File: config.mk
export PLATFORM = sky130hd
export DESIGN_NAME = normaliza_seq
export DESIGN_NICKNAME = d
export VERILOG_FILES = /design/src/rtl/normaliza_seq.sv
export SDC_FILE = /design/constraint.sdc
export NUM_CORES = 1
export LEC_CHECK = 0
export CORE_UTILIZATION = 50
export CTS_CLUSTER_DIAMETER = 200
export DETAILED_ROUTE_END_ITERATION = 10
export PLACE_DENSITY = 0.87
export SLEW_MARGIN = 20
export SYNTH_ARGS = -nofsm -noshare
export SYNTH_HDL_FRONTEND = slang
export SYNTH_SLANG_ARGS = --single-unit
File: constraint.sdc
create_clock -name clock -period 3.85 [get_ports clock]
set_clock_uncertainty 0.05 [all_clocks]
set_input_delay 0.9625 -clock clock [delete_from_list [all_inputs] [get_ports clock]]
set_output_delay 0.9625 -clock clock [all_outputs]
set_load 0.03 [all_outputs]
File: src/rtl/normaliza_seq.sv
// Sequential post-add normalizer: one shift decision per clock until the hidden bit is set,
// then hands the normalized mantissa, exponent and flags to the round stage.
module normaliza_seq #(
  parameter int EXP_W  = 8,
  parameter int FRAC_W = 23
) (
  input  logic              clock,
  input  logic              reset,
  input  logic              start,
  input  logic              sinal_in,
  input  logic [EXP_W-1:0]  expoente_in,
  input  logic [FRAC_W+4:0] mantissa_in,
  output logic              busy,
  output logic              done,
  output logic              sinal_out,
  output logic [EXP_W-1:0]  expoente_out,
  output logic [FRAC_W+3:0] mantissa_out,
  output logic              overflow,
  output logic              underflow,
  output logic              zero
);
  localparam int MW = FRAC_W + 5;
  localparam int HB = FRAC_W + 3;  // hidden bit
  localparam int CB = FRAC_W + 4;  // carry bit

  typedef enum logic [1:0] {IDLE, CHECK, SHIFT, DONE} state_t;

  state_t           state_q, state_d;
  logic [MW-1:0]    m_q, m_d;
  logic [EXP_W-1:0] e_q, e_d, e_inc;
  logic             s_q, s_d;
  logic             ovf_q, ovf_d, unf_q, unf_d, zero_q, zero_d;

  assign e_inc = e_q + EXP_W'(1);

  always_ff @(posedge clock) begin
    if (reset) begin
      state_q <= IDLE;
      m_q     <= '0;
      e_q     <= '0;
      s_q     <= 1'b0;
      ovf_q   <= 1'b0;
      unf_q   <= 1'b0;
      zero_q  <= 1'b0;
    end else begin
      state_q <= state_d;
      m_q     <= m_d;
      e_q     <= e_d;
      s_q     <= s_d;
      ovf_q   <= ovf_d;
      unf_q   <= unf_d;
      zero_q  <= zero_d;
    end
  end

  always_comb begin
    state_d = state_q;
    m_d     = m_q;
    e_d     = e_q;
    s_d     = s_q;
    ovf_d   = ovf_q;
    unf_d   = unf_q;
    zero_d  = zero_q;
    case (state_q)
      IDLE: begin
        if (start) begin
          m_d     = mantissa_in;
          e_d     = expoente_in;
          s_d     = sinal_in;
          ovf_d   = 1'b0;
          unf_d   = 1'b0;
          zero_d  = 1'b0;
          state_d = CHECK;
        end
      end
      CHECK: begin
        if (m_q == '0) begin
          zero_d  = 1'b1;
          e_d     = '0;
          state_d = DONE;
        end else if (m_q[CB]) begin
          // Right shift by one; the bit falling off is folded into sticky.
          m_d     = {1'b0, m_q[MW-1:1]};
          m_d[0]  = m_q[1] | m_q[0];
          e_d     = e_inc;
          if (e_inc == '1) begin
            ovf_d       = 1'b1;
            m_d[HB:0]   = '0;
          end
          state_d = DONE;
        end else if (m_q[HB]) begin
          state_d = DONE;
        end else begin
          state_d = SHIFT;
        end
      end
      SHIFT: begin
        if (m_q[HB]) begin
          state_d = DONE;
        end else if (e_q <= EXP_W'(1)) begin
          // Exponent exhausted: leave the mantissa denormal.
          unf_d   = 1'b1;
          e_d     = '0;
          state_d = DONE;
        end else begin
          m_d = m_q << 1;
          e_d = e_q - EXP_W'(1);
        end
      end
      DONE:    state_d = IDLE;
      default: state_d = IDLE;
    endcase
  end

  assign busy         = (state_q != IDLE);
  assign done         = (state_q == DONE);
  assign sinal_out    = s_q;
  assign expoente_out = e_q;
  assign mantissa_out = m_q[HB:0];
  assign overflow     = ovf_q;
  assign underflow    = unf_q;
  assign zero         = zero_q;
endmodule

==> out/metrics.cfg <==
[clocking]
clkTransAtPathRegs_ns = 0.08
cts.sinks = 42
htree_num_levels = 2
cts_resized = 0
cts_root_buf = clkbuf_8
clk_latency_ns = 0.29
cts_max_path_buffers = 2
postCtsSetupBuffers = 0
cts_hold_repair.buffers = 0
cts_inserted_buffers = 5
cts_tree = done

[setup_path]
crit_fanout = 26
critPathArrivalTime_ns = 3.25
critPathLaunchType = primary input
endpoint_kind = flip-flop
path_class = primary input to flip-flop
required_ns = 4.00

[floorplan]
fp.dieArea_um2 = 6810
top_level_ports = 81
die_x_um = 82.6
dieHeight_um = 82.6
initial_utilization_pct = 53.2
std_cell_rows = 28
core_um2 = 6100

[synthesis]
synth_cell_types = 63
synth_fa_ha_area_share_pct = 3.47
yosysSeqAreaShare_pct = 25.9
synthSimpleGateAreaFrac_pct = 15.7
synth_cells = 363
synth_nets = 412
postSynthAreaPerCell_um2 = 8.94
synth_ff_type = dfxtp_1
synth.area.mux_share_pct = 1.58
yosys.area_share.xor_xnor_pct = 2.70
async_flop_share_pct = 0
synth_edf_count = 0
ys.warnings.count = 0
synth-seq-cells = 42
synth_area_um2 = 3240
synth_top_family_by_area = compound AO/OA/AOI/OAI gates
synth_compound_area_share_pct = 37.3

[timing]
finalHoldViolCount = 0
max-slew-margin-rel_pct = 31.9
max_freq_ghz = 0.322
fin_crit_ns = 3.11
setup-tns-final_ns = 0
slew_viol_final = 0
setup_violations = 0
worst_pin_slew_ns = 1.02
rsz0062_at_grt = false
fin_crit_sh_pct = 80.8

[place]
hpwl_um = 6230
gp_congestion = 0.872
portBuffers = 80

[drt]
ant_nets = 0
wl_um = 8980
drtIter0Drc = 254
routedWlPerCell_um = 18.9
drc = 0
first_pass_iters = 5
via_count = 3188
drt-vias-per-instance = 6.70

[cells_and_area]
nets = 450
areaGrowthSynthToFinish_pct = 20.9
diodes = 0
drive_gt1_share_pct = 13.5
fillers = 513

[worst_hold_path]
hold_path_class = flip-flop to flip-flop

[global_route]
grt_pass1_vias = 2971
grt.total_usage_pct = 27.1
overflow = 0
grt_pass1_wl_um = 14400
grt_max_degree = 45
antenna_found_initial = 0

[run_status]
status = completed

[pwr]
vdd_drop_max_v = 0.000469
p_leak_nw = 1.35
powerDensity_nw_per_um2 = 943
power_mw = 3.70

[run]
cap_viol_max_count = 0

worst paths after layout:
| kind | startpoint | depth (start not counted) | end | slack (ns) |
|---|---|---|---|---|
| max | start | 6 | m_q[7] | 0.74 |
| min | sinal_out | 2 | sinal_out | 0.41 |
| max reg2reg | expoente_out[0] | 7 | m_q[22] | 0.84 |
| min reg2reg | sinal_out | 2 | sinal_out | 0.41 |
power breakdown:
part	switching, mW	internal, mW	leakage (nW)	total (mW)
combinational	1.51	1.01	0.950	2.52
sequential	0.238	0.584	0.347	0.822
clock	0.154	0.208	0.0573	0.362
synthesized netlist by cell type (9+ instances only):
cell       n  area, um2
o21ai_0   29        145
a221oi_2   9        135
inv_1     12       45.0
o32ai_1   18        158
clkbuf_1   9       33.8
o32ai_2    9        146
a221oi_1  19        166
buf_4     32        240
buf_2      9       45.0
dfxtp_1   42        841
nor2_1    45        169
nor4_1    12       75.1
ha_1       9        113
layout by cell type (no fill, tap or decap), types with 3 or more instances in the layout:
cell type | Yosys | layout
inv_1 | 12 | 12
ha_1 | 9 | 9
nand2b_1 | 3 | 3
xnor2_1 | 8 | 8
o221ai_1 | 4 | 4
a31oi_1 | 3 | 3
a221oi_2 | 9 | 9
a211oi_1 | 3 | 3
o32ai_1 | 18 | 18
dfxtp_1 | 42 | 42
a32o_2 | 4 | 4
nor3_1 | 4 | 4
a221oi_1 | 19 | 19
nand3_1 | 6 | 6
nor2_1 | 45 | 45
o211ai_1 | 4 | 4
o21ai_0 | 29 | 29
nor4_1 | 12 | 12
clkbuf_8 | 0 | 6
nand2_1 | 8 | 8
o32ai_2 | 9 | 9
buf_4 | 32 | 6
clkdlybuf4s50_1 | 0 | 79
a21oi_1 | 8 | 8
mux2i_1 | 4 | 4
worst max-delay path, stage by stage:
cell,delay (ns)
clkdlybuf4s50_1,0.44
or2b_1,0.32
nand2_1,0.24
a211o_1,0.83
a221oi_1,0.12
o32ai_1,0.33
flip-flops by register name, indices dropped and copies added (netlist names):
name / count
underflow: 1
zero: 1
expoente_out: 8
state_q: 2
m_q: 28
overflow: 1
sinal_out: 1
logic make-up (layout without fill, tap and decap cells):
group                      count (synthesis)  count (layout)
muxes                                      5               5
DFF                                       42              42
buffers and inverters                     69             107
AOI/OAI and AO/OA                        132             132
adders and majority gates                  9               9
and+or+nand+nor                           96              96
xor gates and xnor gates                  10              10
routing by layer:
layer	global-route usage [%]	up-vias	routed length [um]
met1	34.4	1519	3690
met5	0	-	0
met3	4.62	23	876
li1	-	1458	-
met4	10.9	0	150
met2	45.5	188	4260
layout make-up:
| type | count | area [um2] | share of cell area [%] |
|---|---|---|---|
| clock inverter | 1 | 30.0 | 0.765 |
| multi-input combinational | 252 | 1970 | 50.2 |
| inverter | 12 | 45.0 | 1.15 |
| tap | 75 | 93.8 | 2.39 |
| clock buffer | 6 | 82.6 | 2.10 |
| timing repair buffer | 88 | 863 | 22.0 |
| sequential | 42 | 841 | 21.4 |
metrics by stage:
stage               hold WS, ns  utilization [%]  cells  setup WS, ns  cell area [um2]
finish                    0.414             64.4    476         0.741             3920
global route              0.451             64.4    476         0.585             3920
CTS                       0.417             64.4    476         0.764             3920
detailed placement        0.404             62.5    469         0.470             3810
global placement          0.396             62.2    467         0.544             3790
floorplan                 0.416                -    363          1.20             3240
(Power assumes the default switching activity.)
